--- config.mk ---
export PLATFORM = sky130hd
export DESIGN_NAME = scan_code_ctrl
export DESIGN_NICKNAME = d
export VERILOG_FILES = /design/src/rtl/scan_code_ctrl.sv
export SDC_FILE = /design/constraint.sdc
export NUM_CORES = 1
export LEC_CHECK = 0
export CAP_MARGIN = 0
export CORE_UTILIZATION = 58
export CTS_CLUSTER_SIZE = 8
export DETAILED_ROUTE_END_ITERATION = 7
export PLACE_DENSITY = 0.88
export SLEW_MARGIN = 20
export SYNTH_ARGS = -nofsm -noshare
export SYNTH_HDL_FRONTEND = slang
export SYNTH_SLANG_ARGS = --single-unit
export TNS_END_PERCENT = 1
--- constraint.sdc ---
create_clock -name Clock -period 2.5 [get_ports Clock]
set_input_delay 0.25 -clock Clock [delete_from_list [all_inputs] [get_ports Clock]]
set_output_delay 0.25 -clock Clock [all_outputs]
set_load 0.02 [all_outputs]
--- src/rtl/scan_code_ctrl.sv ---
// PS/2 scan-code sequencer with a first-word fall-through character FIFO.
// Optional shift-key tracking is enabled by defining SCAN_CODE_SHIFT_TRACK_EN.
module scan_code_ctrl #(
    parameter int unsigned FIFO_DEPTH = 8,
    parameter logic [7:0]  BREAK_CODE = 8'hF0,
    parameter logic [7:0]  EXT_CODE   = 8'hE0
) (
    input  logic                          Clock,
    input  logic                          Reset,
    input  logic                          NewScanCode,
    input  logic [7:0]                    ScanCode,
    input  logic                          NewAscii,
    input  logic [7:0]                    Ascii,
    output logic                          LoadDato,
    output logic                          ScanCodeType,
    output logic                          LoadChar,
    output logic                          Extended,
    output logic [8:0]                    CharData,
    input  logic                          CharRead,
    output logic                          Empty,
    output logic                          Full,
    output logic                          Overflow,
    output logic [$clog2(FIFO_DEPTH):0]   Count,
    output logic                          Shift
);

    localparam int unsigned PTR_W = $clog2(FIFO_DEPTH);
    localparam int unsigned CNT_W = PTR_W + 1;

    typedef enum logic [2:0] {SLEEP, RECEIVED, TYPE, NEW, BRK, EXT} state_t;

    state_t     state;
    logic [8:0] char_word;

    // Sequencer; strobes are registered so they follow the state exactly
    always_ff @(negedge Clock) begin
        if (Reset) begin
            state        <= SLEEP;
            LoadDato     <= 1'b0;
            ScanCodeType <= 1'b0;
            LoadChar     <= 1'b0;
            Extended     <= 1'b0;
            char_word    <= '0;
        end else begin
            LoadDato     <= 1'b0;
            ScanCodeType <= 1'b0;
            LoadChar     <= 1'b0;
            case (state)
                SLEEP, EXT: begin
                    if (NewScanCode) begin
                        if (ScanCode == BREAK_CODE) begin
                            state <= BRK;
                        end else if (ScanCode == EXT_CODE && state == SLEEP) begin
                            state    <= EXT;
                            Extended <= 1'b1;
                        end else begin
                            state    <= RECEIVED;
                            LoadDato <= 1'b1;
                        end
                    end
                end
                RECEIVED: begin
                    state        <= TYPE;
                    ScanCodeType <= 1'b1;
                end
                TYPE: begin
                    if (NewAscii) begin
                        state     <= NEW;
                        LoadChar  <= 1'b1;
                        char_word <= {Extended, Ascii};
                    end else begin
                        state    <= SLEEP;
                        Extended <= 1'b0;
                    end
                end
                NEW: begin
                    state    <= SLEEP;
                    Extended <= 1'b0;
                end
                BRK: begin
                    if (NewScanCode) begin
                        state    <= SLEEP;
                        Extended <= 1'b0;
                    end
                end
                default: state <= SLEEP;
            endcase
        end
    end

`ifdef SCAN_CODE_SHIFT_TRACK_EN
    localparam logic [7:0] LSHIFT_CODE = 8'h12;
    localparam logic [7:0] RSHIFT_CODE = 8'h59;

    logic shift_l;
    logic shift_r;
    logic make_slot;

    always_comb make_slot = (state == SLEEP) || (state == EXT);

    // Each side tracked separately so releasing one shift keeps the other held
    always_ff @(negedge Clock) begin
        if (Reset) begin
            shift_l <= 1'b0;
            shift_r <= 1'b0;
            Shift   <= 1'b0;
        end else if (NewScanCode) begin
            if (make_slot && ScanCode == LSHIFT_CODE) begin
                shift_l <= 1'b1;
                Shift   <= 1'b1;
            end else if (make_slot && ScanCode == RSHIFT_CODE) begin
                shift_r <= 1'b1;
                Shift   <= 1'b1;
            end else if (state == BRK && ScanCode == LSHIFT_CODE) begin
                shift_l <= 1'b0;
                Shift   <= shift_r;
            end else if (state == BRK && ScanCode == RSHIFT_CODE) begin
                shift_r <= 1'b0;
                Shift   <= shift_l;
            end
        end
    end
`else
    assign Shift = 1'b0;
`endif

    logic [8:0]       mem [FIFO_DEPTH];
    logic [PTR_W-1:0] wr_ptr;
    logic [PTR_W-1:0] rd_ptr;
    logic [PTR_W-1:0] wr_ptr_nx;
    logic [PTR_W-1:0] rd_ptr_nx;
    logic [CNT_W-1:0] count_nx;
    logic [8:0]       head_nx;
    logic             do_push;
    logic             do_pop;

    // FIFO next-state; a push into a full FIFO succeeds only alongside a pop
    always_comb begin
        do_pop    = CharRead && !Empty;
        do_push   = LoadChar && (!Full || do_pop);
        wr_ptr_nx = do_push ? wr_ptr + PTR_W'(1) : wr_ptr;
        rd_ptr_nx = do_pop  ? rd_ptr + PTR_W'(1) : rd_ptr;
        count_nx  = Count;
        if (do_push && !do_pop) count_nx = Count + CNT_W'(1);
        if (do_pop && !do_push) count_nx = Count - CNT_W'(1);
        head_nx   = (do_push && rd_ptr_nx == wr_ptr) ? char_word : mem[rd_ptr_nx];
    end

    always_ff @(negedge Clock) begin
        if (do_push && !Reset) mem[wr_ptr] <= char_word;
    end

    always_ff @(negedge Clock) begin
        if (Reset) begin
            wr_ptr   <= '0;
            rd_ptr   <= '0;
            Count    <= '0;
            Empty    <= 1'b1;
            Full     <= 1'b0;
            Overflow <= 1'b0;
            CharData <= '0;
        end else begin
            wr_ptr   <= wr_ptr_nx;
            rd_ptr   <= rd_ptr_nx;
            Count    <= count_nx;
            Empty    <= (count_nx == '0);
            Full     <= (count_nx == CNT_W'(FIFO_DEPTH));
            CharData <= head_nx;
            if (LoadChar && Full && !do_pop) Overflow <= 1'b1;
        end
    end

endmodule

# Word-level counts from Yosys, hierarchy flattened
# Memories as Yosys holds them, arrays and structs flattened. A register that Yosys moved wholly into a read port is not among the register bits.
# Cells that the tools add are included.
[classes]
addsub = 4
multipliers = 0
div_mod_pow = 0
magnitude_cmp = 0
eq_ne = 13
shifts = 0
muxes = 20
n_bitwise = 3
n_reduce_logical = 23
[op_table]
columns = ["op", "count"]
rows = [
  ["== test 8 bit (second input constant)", 2],
  ["two-way mux 3 bit", 5],
  ["case mux 3 bit (4 select lines)", 1],
  ["two-way mux 1 bit", 10],
  ["inequality test 2 bit (second input constant)", 5],
  ["logical AND 1 bit", 8],
  ["two-way mux 4 bit", 2],
  ["adder 3 x 1 -> 3 bit (second input constant)", 2],
  ["== test 3 x 2 -> 1 bit (second input constant)", 2],
  ["== test 3 bit (second input constant)", 2],
  ["AND reduction 6 bit", 1],
  ["zero test 1 bit", 5],
  ["adder 4 x 1 -> 4 bit (second input constant)", 1],
  ["== test 4 bit (second input constant)", 1],
  ["zero test 4 bit", 1],
  ["case mux 1 bit (4 select lines)", 1],
  ["AND reduction 2 bit", 2],
  ["nonzero test 4 bit", 1],
  ["OR reduction 2 bit", 2],
  ["OR reduction 4 bit", 1],
  ["subtractor 4 x 1 -> 4 bit (second input constant)", 1],
  ["== test 3 x 1 -> 1 bit (second input constant)", 1],
  ["zero test 3 bit", 1],
  ["NOT 1 bit", 3],
  ["other kinds (2)", 2],
]
[word_totals]
register_bits = 29
latch_bits = 0
ram_bits = 72
romBits = 0
input_bits = 21
output_inout_bits = 21
elab_cells = 76
mem_count = 1
[memory_table]
columns = ["memory", "words", "width", "read_ports", "rd_ports_with_merged_regs", "write_ports", "line", "text"]
rows = [
  ["mem", 8, 9, 1, 1, 1, "127", "logic [8:0] mem [FIFO_DEPTH];"],
]

# Depth between registers and ports, before layout
# Gate-level depths: netlist (run 1).
[depth]
word_depth = 8
ltp_mapped = 8
mapped_depth_nobuf = 7

==> impl_metrics.csv, run 1 <==
group,metric,value,unit
run_status,status,"finished with violations",
run_status,violations,"design-rule violations, negative setup slack",
drt,drt_iter0_markers,860,
yosys,ys_warn_count,0,
global_routing,track_usage,37.0,%
yosys,yosys-top-cells-area,"edfxtp_1 41%, dfxtp_1 15%, nand2_1 4.4%",
place,place_congestion,0.973,
drt,drc,65,
global_routing,grt_overflow,0,
clock_network,cts-buffers-inserted,9,
drt,wl_per_cell,21.7,um
global_routing,grt_pass1_vias,5428,
pwr,p_leak,2.96,nW
floorplan,dieArea,9410,um^2
timing,rsz0062_at_grt,"true",
timing,clock_skew,56.2,ps
yosys,syn_area,5240,um^2
clock_network,cts_buffer_depth,2,
drt,via_per_inst,6.58,
layout,drive_gt1_share,19.1,%
worst_setup_path,crit_path_end_kind,"flop",
timing,setup_viol,85,
layout,diodes,0,
drt,drt_wl_total,17600,um
yosys,yosysUniqueCellTypes,53,
yosys,syn_avg_cell_area,10.2,um^2
clock_network,hold_buffers,0,
floorplan,start_util,60.0,%
hold_path,hold_start,"Extended",
drt,antenna_left,0,
timing,relSlewSlack,57.8,%
worst_setup_path,crit_fanout,5,
floorplan,die_h,97.0,um
global_routing,grt_pass1_wl,26900,um
global_routing,antenna_found_initial,0,
drt,dr.pass1.iters,8,
worst_setup_path,required,1640,ps
floorplan,die_w,97.0,um
worst_setup_path,cp_data_arrival_time,1810,ps
yosys,netlist.area_leader.share,41.3,%
yosys,synth_cells,512,
place,portBuffers,40,
hold_path,worstHoldPathType,"flop to flop",
pwr,power-per-cell-area,923,nW/um^2
drt,via_count,5326,
timing,hold_viol,0,
timing,worst_pin_slew,630,ps
global_routing,grt_max_degree,75,
timing,slew_viol_final,0,
yosys,ys_ff_latch,110,
clock_network,path_clk_slew,60,ps
layout,post-route-util,79.0,%
layout,final_common_cell,"inv_1",
layout,mostFrequentLayoutCells,"134 x inv_1, 72 x edfxtp_1, 61 x nand2_1, 43 x buf_4, 40 x nand3_1",
worst_setup_path,startpoint_type,"primary input",
clock_network,cts_tree,"yes",
clock_network,clock-sinks,110,
layout,layout.nets,721,
timing,totalNegativeSetupSlack,-9370,ps
worst_setup_path,cp-startpoint,"CharRead",
clock_network,cts-root-buf,"clkbuf_8",
yosys,synth_nets,537,
flow_run,max-cap-violations,0,
yosys,seq_area_frac_synth,55.8,%
place,dp_hpwl,8640,um
worst_setup_path,critPathKind,"primary input to flop",
clock_network,clock_latency,480,ps
yosys,synth_top_area_cell,"edfxtp_1",
worst_setup_path,rr_startpoint,"rd_ptr[1]",
layout,syn_to_final_growth,31.7,%
yosys,ys_async_sr_fraction,0,%
clock_network,htree_levels,3,
yosys,ys.flop_type,"edfxtp_1",
floorplan,core_area,8720,um^2
yosys,synth-edff-count,72,
floorplan,rows,34,
pwr,vdd_drop_max,0.000473,V
floorplan,io_pins,42,
timing,worst_slack,-175,ps
-- cells by family (layout without fill, tap and decap cells) --
logic type	Yosys count	count (layout)	synth area share [%]
XOR/XNOR	10	10	2.75
multiplexers	2	2	0.454
AND/OR/NAND/NOR	192	192	18.4
other	1	1	0.0716
adder cells (fa/ha/maj)	4	4	0.956
AO/OA/AOI/OAI	131	131	16.2
flip-flops	110	110	55.8
buffers and inverters	62	251	5.35
-- path summary, 6_finish.rpt --
path                            slack [ps]            to  cells past startpoint
worst max register to register         380   CharData[4]                      7
worst max-delay path                  -180   CharData[4]                      8
worst min register to register         460  char_word[8]                      2
worst min-delay path                   460  char_word[8]                      2
-- synthesized netlist by cell type (all sizes together) (3+ instances only) --
master	number
xnor2	5
edfxtp	72
clkbuf	17
nor2b	3
and3	3
o211ai	20
a22oi	18
nand3	40
ha	4
a32o	9
dfxtp	38
a21oi	35
nand4	19
buf	19
nor2	19
nand2	63
xor2	4
nand2b	23
inv	25
nor3	10
o21ai	37
-- area by class of cell --
| cell class | instances | area (um^2) |
|---|---|---|
| repair buffers | 100 | 926 |
| inverters | 25 | 93.8 |
| clock buffers | 9 | 124 |
| fillers | 460 | 1830 |
| flip-flops and latches | 110 | 2930 |
| clock inverters | 117 | 502 |
| multi-input cells | 340 | 2190 |
| well taps | 108 | 135 |
-- flip-flops by register name, indices dropped and copies added (netlist names) --
register,flops
LoadDato,1
LoadChar,1
state,3
rd_ptr,3
CharData,9
ScanCodeType,1
Extended,1
mem,72
Empty,1
Count,4
wr_ptr,3
Overflow,1
char_word,9
Full,1
-- power breakdown --
part / total [mW] / internal (mW) / switching [mW]
logic: 2.21 / 0.891 / 1.32
registers: 2.13 / 2.03 / 0.0932
clock network: 2.03 / 0.650 / 1.38
-- metal layers --
| layer | GRT usage, % | wire [um] | up-vias |
|---|---|---|---|
| met4 | 30.1 | 1280 | 0 |
| met2 | 60.2 | 8390 | 524 |
| met5 | 0 | 0 | - |
| met1 | 40.0 | 5850 | 2405 |
| li1 | - | - | 2238 |
| met3 | 10.8 | 2060 | 159 |
-- through the flow --
stage / instance area (um^2) / worst slack (ps) / hold WS [ps] / instances / total power [mW]
finish: 6890 / -175 / 464 / 809 / 6.36
global route: 6890 / -182 / 493 / 809 / 6.64
detailed placement: 6130 / -942 / 472 / 675 / 4.33
CTS: 6840 / -141 / 472 / 808 / 6.16
global placement: 6130 / -861 / 464 / 675 / 4.23
floorplan: 5280 / -449 / 512 / 512 / 3.61
-- critical path, stage by stage --
cell      delay (ps)
buf_6             90
nor2b_4          140
buf_6            130
xnor2_2          420
buf_4            230
nand4_1          140
o211ai_1         160
a32o_2           240
-- what timing repair did --
action | CTS | global route
gates cloned | 3 | 0
buffers inserted | 5 | 1
gates resized for setup | 108 | 19
endpoints found under the setup margin | 114 | 94
pin swaps | 7 | 5
Note: power is estimated with default switching activity, not from simulation.
==> run 2, diff against run 1 <==
--- a/config.mk
+++ b/config.mk
@@ -6,6 +6,7 @@
 export NUM_CORES = 1
 export LEC_CHECK = 0
 export CAP_MARGIN = 0
+export CORE_MARGIN = 4
 export CORE_UTILIZATION = 58
 export CTS_CLUSTER_SIZE = 8
 export DETAILED_ROUTE_END_ITERATION = 7
==> constraint.sdc (replaced) <==
create_clock -name Clock -period 2.96 [get_ports Clock]
set_input_delay 0.296 -clock Clock [delete_from_list [all_inputs] [get_ports Clock]]
set_output_delay 0.296 -clock Clock [all_outputs]
set_load 0.02 [all_outputs]
==> run 2 against run 1 <==
The run ends with negative setup slack left. Clock skew down 7.1 ps. Register-to-register slack better by 170 ps. Power down 20%. Setup slack better by 160 ps. First-iteration DRC count down 23%. Utilization down 0.41 points. Largest power group is now sequential cells. Highest routed layer unchanged.
==> impl_metrics.csv, run 2 (synthesized netlist as in run 1, its figures left out) <==
group,metric,value,unit
clock_network,clock_latency,460,ps
hold_path,worstHoldPathType,"flop to flop",
floorplan,core_area,8760,um^2
worst_setup_path,reg2reg_depth,6,
timing,hold_viol,0,
drt,drc,0,
layout,layout.nets,722,
worst_setup_path,required,1610,ps
global_routing,antenna_found_initial,0,
timing,slew_viol_final,0,
drt,wl_per_cell,19.7,um
global_routing,grt_overflow,0,
timing,setup_viol,7,
drt,dr.pass1.iters,8,
place,dp_hpwl,8980,um
worst_setup_path,startpoint_type,"primary input",
run_status,violations,"negative setup slack",
layout,fillers,508,
floorplan,die_h,103,um
drt,via_count,5087,
pwr,p_leak,2.95,nW
global_routing,grt_max_degree,75,
worst_setup_path,critPathKind,"primary input to flop",
clock_network,clock-sinks,110,
hold_path,hold_depth,2,
run_status,status,"finished with violations",
drt,drt_wl_total,16000,um
timing,totalNegativeSetupSlack,-72.3,ps
clock_network,cts-root-buf,"clkbuf_8",
clock_network,cts_tree,"yes",
floorplan,rows,34,
layout,largest_reg_flops,72,
layout,syn_to_final_growth,31.6,%
pwr,vdd_drop_max,0.000324,V
clock_network,htree_levels,3,
timing,clock_skew,49.1,ps
drt,via_per_inst,6.28,
worst_setup_path,cp_data_arrival_time,1620,ps
clock_network,cts-buffers-inserted,9,
layout,diodes,0,
timing,relSlewSlack,50.8,%
drt,antenna_left,0,
floorplan,die_w,103,um
global_routing,track_usage,29.8,%
layout,drive_gt1_share,16.1,%
pwr,design_power_total,5.09,mW
floorplan,start_util,59.7,%
global_routing,grt_pass1_wl,24100,um
floorplan,io_pins,42,
timing,worst_pin_slew,738,ps
place,place_congestion,0.906,
worst_setup_path,crit_path_end_kind,"flop",
clock_network,cts_buffer_depth,2,
layout,mostFrequentLayoutCells,"134 x inv_1, 72 x edfxtp_1, 61 x nand2_1, 46 x buf_4, 40 x nand3_1",
timing,worst_slack,-14.1,ps
flow_run,max-cap-violations,0,
place,portBuffers,40,
worst_setup_path,crit_fanout,6,
drt,drt_iter0_markers,663,
floorplan,dieArea,10600,um^2
global_routing,grt_pass1_vias,5144,
layout,largest_registers,"mem x72, CharData x9, char_word x9",
layout,final_common_cell,"inv_1",
layout,largest-register,"mem",
clock_network,path_clk_slew,40,ps
pwr,power-per-cell-area,739,nW/um^2
## run 2: timing repair
| action | CTS | global route |
|---|---|---|
| cloned | 1 | 1 |
| buffers inserted | 4 | 1 |
| pin swaps | 8 | 5 |
| hold endpoints to repair | 0 | 0 |
| setup endpoints to repair | 107 | 42 |
| resized for setup | 39 | 12 |
| hold buffers | 0 | 0 |
## run 2: power breakdown
| group | leakage, nW | switching [mW] | total [mW] | internal [mW] |
|---|---|---|---|---|
| combinational | 1.36 | 1.02 | 1.73 | 0.713 |
| clock | 0.688 | 1.05 | 1.59 | 0.537 |
| sequential | 0.904 | 0.0545 | 1.77 | 1.72 |
## run 2: final cells by class
type | instances | area (um^2) | area share [%]
clock inverters | 117 | 498 | 7.23
inverters | 25 | 93.8 | 1.36
clock buffers | 9 | 124 | 1.80
repair buffers | 100 | 925 | 13.4
flip-flops and latches | 110 | 2920 | 42.4
well taps | 108 | 135 | 1.96
multi-input cells | 341 | 2190 | 31.8
## run 2: worst paths after layout
kind | from | slack [ps] | end
hold reg to reg | Extended | 480 | char_word[8]
hold / removal | Extended | 480 | char_word[8]
setup / recovery | CharRead | -10 | mem[3][5]
setup reg to reg | rd_ptr[0] | 550 | CharData[5]
## run 2: routing by layer
metal  GRT usage, %  share of wire [%]  up-vias
met5              0                  0        -
met4           17.7                4.8        0
met2           48.1                 48      416
met3           10.2                 12       92
li1               -                  -     2243
met1           34.3                 35     2336
## run 2: critical path: stages
cell and delay, ps:
buf_2 110, nor2b_4 280, o21ai_2 110, buf_4 150, nor2_2 130, nand2_2 150
nor2_2 180, buf_4 210
## run 2: metrics by stage
stage	cells	hold WS (ps)	setup slack [ps]	instance area, um^2	utilization, %
floorplan	512	512	-265	5280	-
global placement	678	462	-682	6110	69.7
detailed placement	678	474	-740	6110	69.7
CTS	808	487	7.10	6830	77.9
global route	810	522	-65.7	6890	78.6
finish	810	481	-14.1	6890	78.6
